## config.mk

```make
export PLATFORM = sky130hd
export DESIGN_NAME = rs_syndrome_calculator
export DESIGN_NICKNAME = d
export VERILOG_FILES = /design/src/rtl/rs_pkg.sv /design/src/rtl/gf256_mul_poly.sv /design/src/rtl/rs_syndrome_calculator.sv
export SDC_FILE = /design/constraint.sdc
export NUM_CORES = 1
export LEC_CHECK = 0
export BUFFER_PORTS_ARGS = -buffer_cell sky130_fd_sc_hd__buf_2
export CAP_MARGIN = 10
export CORE_MARGIN = 10
export CORE_UTILIZATION = 48
export DETAILED_ROUTE_END_ITERATION = 6
export PLACE_DENSITY = 0.74
export SKIP_LAST_GASP = 1
export SLEW_MARGIN = 0
export SYNTH_ARGS = -nofsm -noshare
export SYNTH_HDL_FRONTEND = slang
export SYNTH_SLANG_ARGS = --single-unit
export TNS_END_PERCENT = 20
```

## constraint.sdc

```tcl
create_clock -name clk -period 6.5 [get_ports clk]
set_input_delay 0.325 -clock clk [delete_from_list [all_inputs] [get_ports clk]]
set_output_delay 0.325 -clock clk [all_outputs]
set_load 0.03 [all_outputs]
```

## src/rtl/rs_pkg.sv

```systemverilog
// Shared GF(2^8) constants, FSM state encoding and the xtime helper.
package rs_pkg;
  localparam int GF_W = 8;
  localparam logic [GF_W-1:0] GF_POLY_DEFAULT = 8'h1D;

  typedef enum logic [1:0] {
    ST_ACCEPT = 2'd0,
    ST_UPDATE = 2'd1,
    ST_OUTPUT = 2'd2
  } rs_state_e;

  // Multiply by alpha (x): shift left, fold x^8 back in through the low poly byte.
  function automatic logic [GF_W-1:0] xtime(input logic [GF_W-1:0] x,
                                            input logic [GF_W-1:0] poly);
    return {x[GF_W-2:0], 1'b0} ^ (x[GF_W-1] ? poly : '0);
  endfunction
endpackage

```

## src/rtl/gf256_mul_poly.sv

```systemverilog
// Combinational GF(2^8) multiplier with a runtime-selectable reduction polynomial.
module gf256_mul_poly
  import rs_pkg::*;
(
  input  logic [GF_W-1:0] a,
  input  logic [GF_W-1:0] b,
  input  logic [GF_W-1:0] poly,
  output logic [GF_W-1:0] p
);
  // Shift-and-add: accumulate a*x^i for every set bit i of b, reducing as we shift.
  always_comb begin
    logic [GF_W-1:0] acc;
    logic [GF_W-1:0] sh;
    acc = '0;
    sh  = a;
    for (int i = 0; i < GF_W; i++) begin
      if (b[i]) acc = acc ^ sh;
      sh = xtime(sh, poly);
    end
    p = acc;
  end
endmodule

```

## src/rtl/rs_syndrome_calculator.sv

```systemverilog
// Streaming RS syndrome calculator: one Horner step per cycle through a shared multiplier.
module rs_syndrome_calculator
  import rs_pkg::*;
#(
  parameter int NSYM = 4,
  parameter int FCR  = 0
) (
  input  logic                 clk,
  input  logic                 rst_n,
  input  logic [GF_W-1:0]      poly,
  input  logic [GF_W-1:0]      in_data,
  input  logic                 in_valid,
  input  logic                 in_last,
  output logic                 in_ready,
  output logic [GF_W*NSYM-1:0] syn,
  output logic                 syn_zero,
  output logic                 syn_valid,
  input  logic                 syn_ready
);
  localparam int KW = $clog2(NSYM);
  localparam logic [KW-1:0]   K_LAST    = KW'(NSYM - 1);
  localparam logic [GF_W-1:0] ROOT_INIT = (FCR != 0) ? 8'h02 : 8'h01;

  rs_state_e state, state_nxt;
  logic [NSYM-1:0][GF_W-1:0] syn_q, syn_upd;
  logic [KW-1:0]             k;
  logic [GF_W-1:0]           root, sym, mul_a, mul_p;
  logic                      last_f, syn_zero_q;

  // Select the syndrome slot currently being updated as multiplier operand.
  always_comb begin
    mul_a = '0;
    for (int i = 0; i < NSYM; i++)
      if (k == KW'(i)) mul_a = syn_q[i];
  end

  gf256_mul_poly u_mul (
    .a    (mul_a),
    .b    (root),
    .poly (poly),
    .p    (mul_p)
  );

  // Syndrome array as it will look after this cycle's Horner step (feeds syn_zero).
  always_comb begin
    syn_upd = syn_q;
    for (int i = 0; i < NSYM; i++)
      if (k == KW'(i)) syn_upd[i] = mul_p ^ sym;
  end

  // Next-state logic and handshake outputs.
  always_comb begin
    state_nxt = state;
    in_ready  = 1'b0;
    syn_valid = 1'b0;
    unique case (state)
      ST_ACCEPT: begin
        in_ready = 1'b1;
        if (in_valid) state_nxt = ST_UPDATE;
      end
      ST_UPDATE: begin
        if (k == K_LAST) state_nxt = last_f ? ST_OUTPUT : ST_ACCEPT;
      end
      ST_OUTPUT: begin
        syn_valid = 1'b1;
        if (syn_ready) state_nxt = ST_ACCEPT;
      end
      default: state_nxt = ST_ACCEPT;
    endcase
  end

  // State register.
  always_ff @(posedge clk or negedge rst_n) begin
    if (!rst_n) state <= ST_ACCEPT;
    else        state <= state_nxt;
  end

  // Datapath: symbol capture, per-root Horner update, clear on hand-off.
  always_ff @(posedge clk or negedge rst_n) begin
    if (!rst_n) begin
      syn_q      <= '0;
      k          <= '0;
      root       <= '0;
      sym        <= '0;
      last_f     <= 1'b0;
      syn_zero_q <= 1'b0;
    end else begin
      unique case (state)
        ST_ACCEPT: begin
          if (in_valid) begin
            sym    <= in_data;
            last_f <= in_last;
            k      <= '0;
            root   <= ROOT_INIT;
          end
        end
        ST_UPDATE: begin
          syn_q <= syn_upd;
          root  <= xtime(root, poly);
          k     <= (k == K_LAST) ? '0 : k + 1'b1;
          if (k == K_LAST && last_f) syn_zero_q <= ~|syn_upd;
        end
        ST_OUTPUT: begin
          if (syn_ready) syn_q <= '0;
        end
        default: ;
      endcase
    end
  end

  assign syn      = syn_q;
  assign syn_zero = syn_zero_q;
endmodule

```

* After elaboration in Yosys (flattened, before gate mapping)
Index checks and enable logic that the tools add are counted.
** Cells by class
- Add/sub/neg operators :: 1
- Equality and inequality tests :: 8
- Muxes and demuxes :: 38
- Bitwise logic cells :: 16
- Reduce and logical (&&, ||, !) cells :: 12
** Operators by type and width (count)
- 8-bit two-way mux :: 25
- 8-bit XOR :: 16
- 32-bit one-hot mux with 2 select lines :: 1
- 32-bit two-way mux :: 1
- 32-bit OR reduction :: 1
- 8-bit one-hot mux with 2 select lines :: 1
- 2-bit two-way mux :: 6
- 2-bit AND reduction :: 4
- 2-bit == test, second input constant :: 3
- 2-bit inequality test, second input constant :: 3
- 2-bit one-hot mux with 3 select lines :: 1
- 2-bit by 1-bit == test with 1-bit output, second input constant :: 2
- 2-bit logical NOT :: 2
- 2-bit one-hot mux with 2 select lines :: 1
- 2-bit nonzero test :: 2
- 3-bit AND reduction :: 1
- 2-bit by 1-bit adder with 2-bit output, second input constant :: 1
- 1-bit two-way mux :: 2
- 1-bit logical AND :: 1
- 1-bit logical NOT :: 1
** Storage, ports and cells
- Bits in registers :: 54
- Bits of input ports :: 21
- Output and inout port bits :: 35
- Logic and storage cells :: 85

* Logic depth before layout (Yosys ltp)
Gate-level depths: netlist of run 1.
- Depth in word-level cells :: 25
- Gate-level depth with buffers :: 22
- Mapped depth without buffers :: 18

* Modules after synthesis
From an unflattened synthesis of run 1, not the netlist that was laid out.
** Second synthesis, totals
- Cells, all modules :: 731
- Area, all modules :: 5721.7 sq um
** Modules (own cells, without submodules)
- gf256_mul_poly :: instances 1, cells each 448, area an instance 2971.6 sq um, sequential area each 0.0 sq um
- rs_syndrome_calculator :: instances 1, cells each 283, area an instance 2750.1 sq um, sequential area each 1351.3 sq um

* Worst setup path before layout of run 1
Ideal clock, no wire load.
- Path type :: register to register
- Start point :: register k[0]
- End point :: register syn_zero_q, in the netlist syn_zero
- Library setup time :: 0.092 ns
- Arrival :: 4.901 ns
- Data required time :: 6.408 ns
- Slack :: 1.508 ns
- Stages on the path, launching flop included :: 21
- Path buffers :: 2
- Period minus slack after synthesis :: 4.992 ns
- Cells stage by stage :: dfrtp_1 -> inv_1 -> ha_1 -> buf_2 -> a211o_1 -> o211a_4 -> nor2_4 -> a21boi_1 -> o311ai_4 -> xor3_2 -> xnor2_1 -> buf_2 -> nand3_1 -> o211a_1 -> a2111oi_2 -> xnor3_1 -> or4_4 -> a22oi_4 -> and3_1 -> o221ai_2 -> o31ai_2
** Between the ends
- Longest elaborated chain between the ends :: 25
- Elaborated cells between the ends (all ways) :: 46
- Classes of those cells :: eq/ne: 3; mux: 23; bitwise: 15; reduce/logical: 5
** Ends and longest elaborated chain
- start, declared :: RTL line rs_syndrome_calculator.sv:26 : logic [KW-1:0] k;
- start signal, assigned :: RTL line rs_syndrome_calculator.sv:100 : k <= (k == K_LAST) ? '0 : k + 1'b1;
- 2-bit logical NOT :: RTL line rs_syndrome_calculator.sv:34, rs_syndrome_calculator.sv:48
- 8-bit two-way mux (4 in a row) :: RTL line rs_syndrome_calculator.sv:34 : if (k == KW'(i)) mul_a = syn_q[i];
- 8-bit two-way mux :: RTL line rs_pkg.sv:15 : return {x[GF_W-2:0], 1'b0} ^ (x[GF_W-1] ? poly : '0);
- 8-bit XOR :: RTL line rs_pkg.sv:15
- 8-bit XOR or 8-bit two-way mux (tied branches) :: RTL line gf256_mul_poly.sv:17, rs_pkg.sv:15
- 8-bit two-way mux or 8-bit XOR (tied branches) :: RTL line gf256_mul_poly.sv:17, rs_pkg.sv:15
- 8-bit XOR or 8-bit two-way mux (tied branches) :: RTL line gf256_mul_poly.sv:17, rs_pkg.sv:15
- 8-bit two-way mux or 8-bit XOR (tied branches) :: RTL line gf256_mul_poly.sv:17, rs_pkg.sv:15
- [... 6 more ...]
- 8-bit XOR or 8-bit two-way mux (tied branches) :: RTL line gf256_mul_poly.sv:17, rs_pkg.sv:15
- 8-bit two-way mux or 8-bit XOR (tied branches) :: RTL line gf256_mul_poly.sv:17, rs_pkg.sv:15
- 8-bit XOR :: RTL line gf256_mul_poly.sv:17 : if (b[i]) acc = acc ^ sh;
- 8-bit two-way mux :: RTL line gf256_mul_poly.sv:17
- 8-bit XOR :: RTL line rs_syndrome_calculator.sv:48 : if (k == KW'(i)) syn_upd[i] = mul_p ^ sym;
- 8-bit two-way mux :: RTL line rs_syndrome_calculator.sv:48
- 32-bit OR reduction :: RTL line rs_syndrome_calculator.sv:101 : if (k == K_LAST && last_f) syn_zero_q <= ~|syn_upd;
- 1-bit logical NOT :: RTL line rs_syndrome_calculator.sv:101
- end signal, assigned :: RTL line rs_syndrome_calculator.sv:101
- end, declared :: RTL line rs_syndrome_calculator.sv:28 : logic last_f, syn_zero_q;
Parallel ways exist; a longest one is shown, timed or not.
A chain may end at the register's enable or synchronous reset.

* Worst setup path after layout of run 1
Ends and elaborated chain as after synthesis.

==> impl_metrics.py, run 1 <==
metrics = {
    "status": {
        "status": "completed",
    },
    "yosys": {
        "ys.flop_type": "dfrtp_1",
        "synth_cell_types": 85,
        "synth_nets": 727,
        "synth_edf_count": 0,
        "syn_area_um2": 5680,
        "seq_area_frac_synth_pct": 23.8,
        "ys_warn_count": 0,
        "synth-seq-cells": 54,
        "async_flop_share_pct": 100,
        "syn_area_per_cell_um2": 8.09,
        "syn_inst": 702,
    },
    "detailed_routing": {
        "vias": 5656,
        "firstDrtPassIters": 6,
        "drt_iter0_markers": 674,
        "antenna_left": 0,
        "drc_errors": 0,
        "routed_wl_mm": 19.7,
        "via_per_inst": 6.44,
        "avgRoutedWirePerCell_um": 22.5,
    },
    "grt": {
        "grt_pass1_vias": 5551,
        "globalRouteOverflowTotal": 0,
        "grt_max_degree": 55,
        "grt_pass1_wl_mm": 31.3,
        "antenna_found_initial": 0,
        "grt_usage_pct": 23.9,
    },
    "cells_and_area": {
        "antenna_cells": 0,
        "fillers": 1089,
        "drive_above_1_share_pct": 16.1,
        "areaGrowthSynthToFinish_pct": 9.54,
        "post-route-util_pct": 54.0,
        "finalNonFillerCells": 878,
        "nets": 760,
    },
    "setup_path": {
        "crit_type": "reg2reg",
        "critPathLaunchType": "flop",
        "worstPathArrival_ps": 6300,
        "rr_worst_depth": 19,
        "cp.required_ps": 6710,
        "crit_path_max_fanout": 11,
        "end_kind": "flop",
    },
    "clock_network": {
        "cts_tree": "built",
        "clk_pin_slew_ps": 70,
        "cts_setup_buffers": 0,
        "cts.sinks": 54,
        "clockBufferDepth": 2,
        "cts_made_buffers": 5,
        "cts_root_buf": "clkbuf_16",
        "insertion_delay_ps": 290,
        "cts-htree-levels": 2,
    },
    "hold_path": {
        "hp-class": "in2async",
    },
    "timing": {
        "fin_crit_sh_pct": 93.7,
        "fin_setup_tns_ps": 0,
        "maxSlewViolCount": 0,
        "fin_skew_ps": 4.22,
        "slew_headroom_pct": 42.8,
        "min_period_ps": 6090,
        "max_freq_mhz": 164,
        "setup_violations": 0,
        "worst_slew_pin_slew_ps": 858,
        "rsz0062_at_grt": "no",
        "hold_viol": 0,
    },
    "die": {
        "die_area_um2": 16600,
        "ios": 56,
        "coreArea_um2": 11500,
        "start_util_pct": 49.3,
        "rows": 39,
        "die_x_um": 129,
        "die_y_um": 129,
    },
    "place": {
        "post-place-cells": 871,
        "io_buffers": 55,
        "gp_congestion": 1.03,
        "dp_hpwl_mm": 15.3,
    },
    "flow_run": {
        "drv_cap": 0,
    },
}
[final timing paths]
path | from | end | slack [ps]
worst max-delay path | k[0]$_DFFE_PN0P_ | syn_zero$_DFFE_PN0P_ | 410
worst min-delay path | rst_n | syn[16]$_DFFE_PN0P_ | 150
worst max register to register | k[0]$_DFFE_PN0P_ | syn_zero$_DFFE_PN0P_ | 410
worst min register to register | sym[6]$_DFFE_PN0P_ | sym[6]$_DFFE_PN0P_ | 500
max in group asynchronous | rst_n | syn[14]$_DFFE_PN0P_ | 5910
min in group clk | in_data[6] | sym[6]$_DFFE_PN0P_ | 220
[cell families (layout without fill, tap and decap cells)]
logic type               after synthesis  in the layout  share of synthesized area, %
flip-flops                            54             54                          23.8
multiplexers                           5              5                         0.992
AO/OA/AOI/OAI                        215            215                          29.5
buffers and inverters                 71            104                          5.40
AND/OR/NAND/NOR                      252            252                          21.2
adder cells (fa/ha/maj)                4              4                         0.881
XOR/XNOR                             101            101                          18.3
[cells in the mapped netlist (5+ instances only)]
master       n  area [um2]
buf_2        8        40.0
a221oi_1     5        43.8
o211ai_1     5        37.5
a32oi_1      5        43.8
and3_1       9        56.3
o21ai_0     36         180
nand2b_1     6        37.5
nand2_1    106         398
a22o_1      32         280
a21oi_1     34         170
nor2_1      44         165
o31ai_1      5        37.5
xnor2_1     65         569
a21o_1      12        90.1
nor4_1       6        37.5
nand4_1      5        31.3
nor2b_1     11        68.8
nor3_1      12        60.1
xor2_1      25         219
a31oi_1      6        37.5
xnor3_1      5         113
nand3_1     29         145
nand3b_1     5        37.5
o2111ai_1    7        61.3
dfrtp_1     54        1350
clkbuf_1    35         131
a211oi_1     7        52.6
inv_1       20        75.1
[stage by stage]
stage	worst slack [ps]	hold WS, ps	instance area [um2]
after CTS	354	178	6200
final	407	155	6220
after global placement	559	466	6070
after global routing	7.13	211	6220
after floorplan	1510	29.4	5680
after detailed placement	364	490	6070
[final cells by class]
cell class	instances	area [um2]	share of cell area, %
Sequential cell	54	1350	21.7
Clock buffer	5	125	2.01
Multi-Input combinational cell	577	4040	64.9
Timing Repair Buffer	77	440	7.08
Clock inverter	2	13.8	0.221
Inverter	20	75.1	1.21
Tap cell	143	179	2.88
[cells in the final DEF (no fill, tap or decap), drive strengths merged, types with 11 or more instances in the layout]
cell	netlist	routed
nand2	106	106
buf	16	77
xnor2	66	66
dfrtp	54	54
nor2	46	46
o21ai	38	38
a21oi	34	34
a22o	32	32
nand3	29	29
xor2	28	28
inv	20	21
a21o	12	12
nor3	12	12
nor2b	11	11
[repair_timing]
action / 4_1_cts / 5_1_grt
resized for setup: 0 / 2
hold endpoints to repair: 0 / 0
endpoints found under the setup margin: 0 / 6
hold buffers: 0 / 0
[sequential cells by signal, indices dropped and copies added, names as in the netlist]
signal,count
sym,8
state,2
syn_zero,1
k,2
root,8
syn,32
last_f,1
[critical path, stage by stage, from the launching register on]
cell       delay, ps
dfrtp_1          430
inv_1            100
ha_1             400
nand3b_4         140
a211oi_2         600
o21ai_1          330
a31oi_1          360
a32oi_1          100
xor2_1           650
buf_4            270
and3_1           170
nor2_1            90
or4_1            670
a21oi_1          240
mux2_2           360
xnor3_1          320
and3_1           240
o2111a_1         210
o2111ai_1        110
o31ai_2          190
[metal layers]
layer  vias up  wire length (um)  GRT usage, %
li1       2614                 -             -
met1      2704              8290          31.5
met2       305              9070          37.5
met3        33              1820          5.17
met4         0               544          8.90
met5         -                 0             0
Power of run 1 is left out: the tool's default activity adds up to more than one toggle a clock period on the data nets, which glitch-free logic cannot reach.
==> inputs of run 2 (changes only) <==
--- a/config.mk
+++ b/config.mk
@@ -10,7 +10,8 @@
 export CORE_MARGIN = 10
 export CORE_UTILIZATION = 48
 export DETAILED_ROUTE_END_ITERATION = 6
-export PLACE_DENSITY = 0.74
+export HOLD_SLACK_MARGIN = 0.12
+export PLACE_DENSITY = 0.77
 export SKIP_LAST_GASP = 1
 export SLEW_MARGIN = 0
 export SYNTH_ARGS = -nofsm -noshare
==> constraint.sdc (replaced) <==
create_clock -name clk -period 5.35 [get_ports clk]
set_input_delay 0.2675 -clock clk [delete_from_list [all_inputs] [get_ports clk]]
set_output_delay 0.2675 -clock clk [all_outputs]
set_load 0.03 [all_outputs]
==> run 2 against run 1 <==
First-iteration DRC count rose by 20%. Critical path depth grew 1. Routed wire length is 2.8% higher. Sequential cell count unchanged. Non-clock buffer count is 54 higher. Sequential share of layout area down 2.0 points. Clock-buffer cell count is 1 higher. Fmax up 16%. Design area rose by 11%. Hold slack gained 7.4 ps. Critical endpoint unchanged.
==> impl_metrics.py, run 2 (same netlist as run 1, synthesis figures left out) <==
metrics = {
    "clock_network": {
        "cts_root_buf": "clkbuf_16",
        "clockBufferDepth": 2,
        "cts.sinks": 54,
        "insertion_delay_ps": 300,
        "cts_tree": "built",
        "cts_made_buffers": 5,
        "cts-htree-levels": 2,
        "clk_pin_slew_ps": 70,
    },
    "die": {
        "die_area_um2": 16600,
        "die_y_um": 129,
        "coreArea_um2": 11500,
        "start_util_pct": 49.3,
        "ios": 56,
        "die_x_um": 129,
        "rows": 39,
    },
    "flow_run": {
        "drv_cap": 0,
    },
    "detailed_routing": {
        "routed_wl_mm": 20.3,
        "via_per_inst": 6.40,
        "drt_iter0_markers": 807,
        "antenna_left": 0,
        "drc_errors": 0,
        "firstDrtPassIters": 7,
        "vias": 5968,
        "avgRoutedWirePerCell_um": 21.7,
    },
    "setup_path": {
        "cp-endpoint": "syn_zero$_DFFE_PN0P_",
        "rr_worst_depth": 20,
        "crit_path_max_fanout": 20,
        "worstPathArrival_ps": 5450,
        "r2r-end": "syn_zero$_DFFE_PN0P_",
        "cp.required_ps": 5560,
        "crit_type": "reg2reg",
        "reg2reg_from": "k[0]$_DFFE_PN0P_",
        "cp-startpoint": "k[0]$_DFFE_PN0P_",
        "critPathLaunchType": "flop",
        "regToRegSetupSlack_ps": 110,
        "end_kind": "flop",
    },
    "place": {
        "io_buffers": 55,
        "dp_slack_ps": -74.2,
        "placed_cell_area_um2": 6410,
        "dp_hpwl_mm": 15.4,
        "gp_congestion": 1.00,
    },
    "grt": {
        "grt_usage_pct": 23.9,
        "grt_max_degree": 55,
        "grt_use_met3_pct": 4.15,
        "globalRouteOverflowTotal": 0,
        "grtUsageMet2_pct": 37.4,
        "antenna_found_initial": 0,
        "global_route.usage.met1_pct": 31.8,
        "top_usage_layer": "met2",
        "grt_pass1_vias": 5651,
        "grt_pass1_wl_mm": 31.6,
    },
    "hold_path": {
        "whs_path_depth": 3,
        "hp-class": "in2reg",
    },
    "cells_and_area": {
        "final_cell_mix": "nand2_1 (106), buf_4 (70), xnor2_1 (62)",
        "post-route-cell-area_um2": 6880,
        "antenna_cells": 0,
        "areaGrowthSynthToFinish_pct": 21.2,
        "fillers": 1012,
        "nets": 814,
        "layout_commonest_cell": "nand2_1",
        "largest_reg_flops": 32,
        "drive_above_1_share_pct": 25.1,
    },
    "timing": {
        "max_freq_mhz": 191,
        "min_period_ps": 5240,
        "setup_violations": 0,
        "hold_viol": 0,
        "fin_ws_ps": 107,
        "holdWs_ps": 162,
        "worst_slew_pin_slew_ps": 979,
        "maxSlewViolCount": 0,
        "fin_crit_sh_pct": 98.0,
        "fin_skew_ps": 6.88,
        "slew_headroom_pct": 34.7,
    },
    "status": {
        "status": "completed",
    },
}
run 2: cell count changes in the layout (fill, tap and decap cells not counted), sizes merged:
cell,before,now
buf,77,130
dlygate4sd3,0,1
clkbuf,5,6
clkinv,1,2
inv,21,20
run 2: through the flow:
stage	std cells	TNS, ps	util [%]
CTS	922	0	57.1
global route	933	-32.9	59.7
finish	933	0	59.7
floorplan	702	0	-
global placement	913	0	55.6
detailed placement	913	-74.2	55.6
run 2: what timing repair did:
item / 4_1_cts / 5_1_grt
buffers inserted: 0 / 11
endpoints found under the setup margin: 1 / 33
resized for setup: 1 / 43
hold endpoints to repair: 19 / 0
hold buffers: 1 / 0
pin swaps: 1 / 17
cloned: 0 / 0
run 2: layer usage:
layer  routed length (um)  vias up
li1                     -     2716
met1                 8350     2848
met2                 9290      336
met3                 1780       68
met4                  864        0
met5                    0        -
run 2: area by class of cell:
| type | instances | area [um2] | share of cell area (%) |
|---|---|---|---|
| clock inverters | 2 | 17.5 | 0.255 |
| inverters | 20 | 75.1 | 1.09 |
| multi-input cells | 577 | 4230 | 61.4 |
| clock buffers | 6 | 139 | 2.02 |
| flip-flops and latches | 54 | 1350 | 19.7 |
| well taps | 143 | 179 | 2.60 |
| repair buffers | 131 | 888 | 12.9 |
run 2: critical path, stage by stage, from the launching register on:
cell and delay (ps):
dfrtp_2 460, inv_2 80, ha_4 190, buf_8 160, or2_4 280, a221oi_4 370, nor2_4 130, xnor2_1 160
nor2_1 140, xor3_2 530, xor2_2 180, buf_6 160, or4_4 490, and3_1 200, a31oi_1 220, a21oi_1 100
or4_4 530, a22oi_4 230, and3_1 200, o221ai_2 110, o31ai_2 210
run 2: worst min path at each step:
stage                          start                 end  slack, ps
final                        in_last  last_f$_DFFE_PN0P_        160
after global routing      in_data[1]  sym[1]$_DFFE_PN0P_        170
after CTS                    in_last  last_f$_DFFE_PN0P_        160
after detailed placement       rst_n  syn[3]$_DFFE_PN0P_        430
after global placement         rst_n  syn[2]$_DFFE_PN0P_        420
after floorplan                rst_n    k[0]$_DFFE_PN0P_        -30
Power of run 2 is left out for the same reason.
==> inputs of run 3 (changes only) <==
--- a/config.mk
+++ b/config.mk
@@ -7,10 +7,10 @@
 export LEC_CHECK = 0
 export BUFFER_PORTS_ARGS = -buffer_cell sky130_fd_sc_hd__buf_2
 export CAP_MARGIN = 10
-export CORE_MARGIN = 10
 export CORE_UTILIZATION = 48
 export DETAILED_ROUTE_END_ITERATION = 6
 export HOLD_SLACK_MARGIN = 0.12
+export MAX_ROUTING_LAYER = met4
 export PLACE_DENSITY = 0.77
 export SKIP_LAST_GASP = 1
 export SLEW_MARGIN = 0
==> run 3 against run 2 <==
Design area increased by 2.2%. Clock skew up 1.2 ps. Final cell count increased by 0.86%. First-iteration DRC count fell by 24%. Largest cell class unchanged. Routed wire length rose by 3.3%. Critical endpoint unchanged.
==> impl_metrics.py, run 3 (same netlist as run 1, synthesis figures left out) <==
metrics = {
    "clock_network": {
        "clockBufferDepth": 2,
        "cts-htree-levels": 2,
        "insertion_delay_ps": 310,
        "cts_made_buffers": 5,
        "cts_tree": "built",
        "cts.sinks": 54,
        "clk_pin_slew_ps": 80,
        "cts_root_buf": "clkbuf_16",
    },
    "timing": {
        "worst_slew_pin_slew_ps": 1080,
        "slew_headroom_pct": 28.1,
        "hold_viol": 0,
        "min_period_ps": 5210,
        "setup_violations": 0,
        "fin_setup_tns_ps": 0,
        "fin_skew_ps": 8.11,
        "rsz0062_at_grt": "yes",
        "max_freq_mhz": 192,
        "fin_crit_sh_pct": 97.4,
        "maxSlewViolCount": 0,
    },
    "status": {
        "status": "completed",
    },
    "die": {
        "start_util_pct": 49.5,
        "die_y_um": 111,
        "die_x_um": 111,
        "die_area_um2": 12300,
        "rows": 39,
        "ios": 56,
        "coreArea_um2": 11500,
    },
    "place": {
        "gp_congestion": 1.04,
        "post-place-cells": 922,
        "dp_hpwl_mm": 15.8,
        "io_buffers": 55,
    },
    "detailed_routing": {
        "routed_wl_mm": 20.9,
        "via_per_inst": 6.47,
        "antenna_left": 0,
        "firstDrtPassIters": 7,
        "drt_iter0_markers": 612,
        "vias": 6084,
        "avgRoutedWirePerCell_um": 22.3,
        "drc_errors": 0,
    },
    "cells_and_area": {
        "layout_commonest_cell": "nand2_1",
        "antenna_cells": 0,
        "final_cell_mix": "nand2_1 (106), buf_4 (81), xnor2_1 (62)",
        "drive_above_1_share_pct": 27.1,
        "nets": 822,
        "largest_reg_flops": 32,
        "post-route-util_pct": 61.3,
        "fillers": 1002,
        "finalNonFillerCells": 941,
        "areaGrowthSynthToFinish_pct": 23.8,
    },
    "grt": {
        "globalRouteOverflowTotal": 0,
        "grt_usage_pct": 34.6,
        "grt_pass1_wl_mm": 32.1,
        "grt_max_degree": 55,
        "antenna_found_initial": 0,
        "grt_pass1_vias": 5768,
    },
    "hold_path": {
        "hp-class": "in2reg",
    },
    "setup_path": {
        "crit_type": "reg2reg",
        "crit_path_max_fanout": 15,
        "cp.required_ps": 5580,
        "worstPathArrival_ps": 5440,
        "end_kind": "flop",
        "critPathLaunchType": "flop",
    },
    "flow_run": {
        "drv_cap": 0,
    },
}
run 3: changes by cell type in the layout (fill, tap and decap cells not counted), sizes merged:
cell / delta
clkinv: -2
bufinv: +1
buf: +8
inv: +1
run 3: worst max-delay path: stages (launching register included):
cell       delay [ps]
dfrtp_2           450
buf_4             160
ha_4              190
a211o_4           380
o211ai_4          300
mux2i_4           140
buf_4             150
xnor2_1           110
nor2_1            100
xor3_2            510
xnor2_2           250
buf_4             180
buf_6             170
nand3_1           110
a21oi_1           150
o311ai_0          160
buf_4             180
or2_2             270
xnor3_1           430
and3_4            210
o2111a_1          190
o2111ai_1         130
o31ai_2           200
run 3: metrics by stage:
step	hold slack [ps]	area [um2]	setup slack, ps
2_1_floorplan	-28.1	5680	358
3_3_place_gp	431	6450	-14.9
3_5_place_dp	451	6450	-115
4_1_cts	135	6690	3.99
5_1_grt	162	7030	-52.4
6_report	142	7030	139
run 3: layout make-up:
class                   instances  area, um2  share of cell area (%)
inverters                      20       75.1                    1.07
flip-flops and latches         54       1350                    19.3
well taps                     143        179                    2.54
clock inverters                 2       38.8                   0.552
repair buffers                139        916                    13.0
clock buffers                   6        139                    1.98
multi-input cells             577       4330                    61.6
run 3: repair_timing:
| action | in CTS | in global routing |
|---|---|---|
| pin swaps | 1 | 16 |
| hold endpoints to repair | 2 | 0 |
| buffers inserted | 0 | 10 |
| endpoints found under the setup margin | 1 | 25 |
| resized for setup | 10 | 47 |
| hold buffers | 1 | 0 |
run 3: per-layer routing:
metal	vias to the layer above	routed length, um	GRT usage (%)
met2	347	9340	51.1
met1	2957	8890	47.5
met3	54	1950	6.01
met4	0	776	12.4
li1	2726	-	-
met5	-	0	-
run 3: worst paths after layout:
path	slack, ps	from	endpoint	cells past startpoint
max	140	k[0]$_DFFE_PN0P_	syn_zero$_DFFE_PN0P_	22
min	140	in_data[4]	sym[4]$_DFFE_PN0P_	3
max reg2reg	140	k[0]$_DFFE_PN0P_	syn_zero$_DFFE_PN0P_	22
min reg2reg	490	last_f$_DFFE_PN0P_	last_f$_DFFE_PN0P_	2
max in group asynchronous	4220	rst_n	k[1]$_DFFE_PN0P_	3
min in group asynchronous	590	rst_n	root[4]$_DFFE_PN0P_	3
Power of run 3 is left out for the same reason.
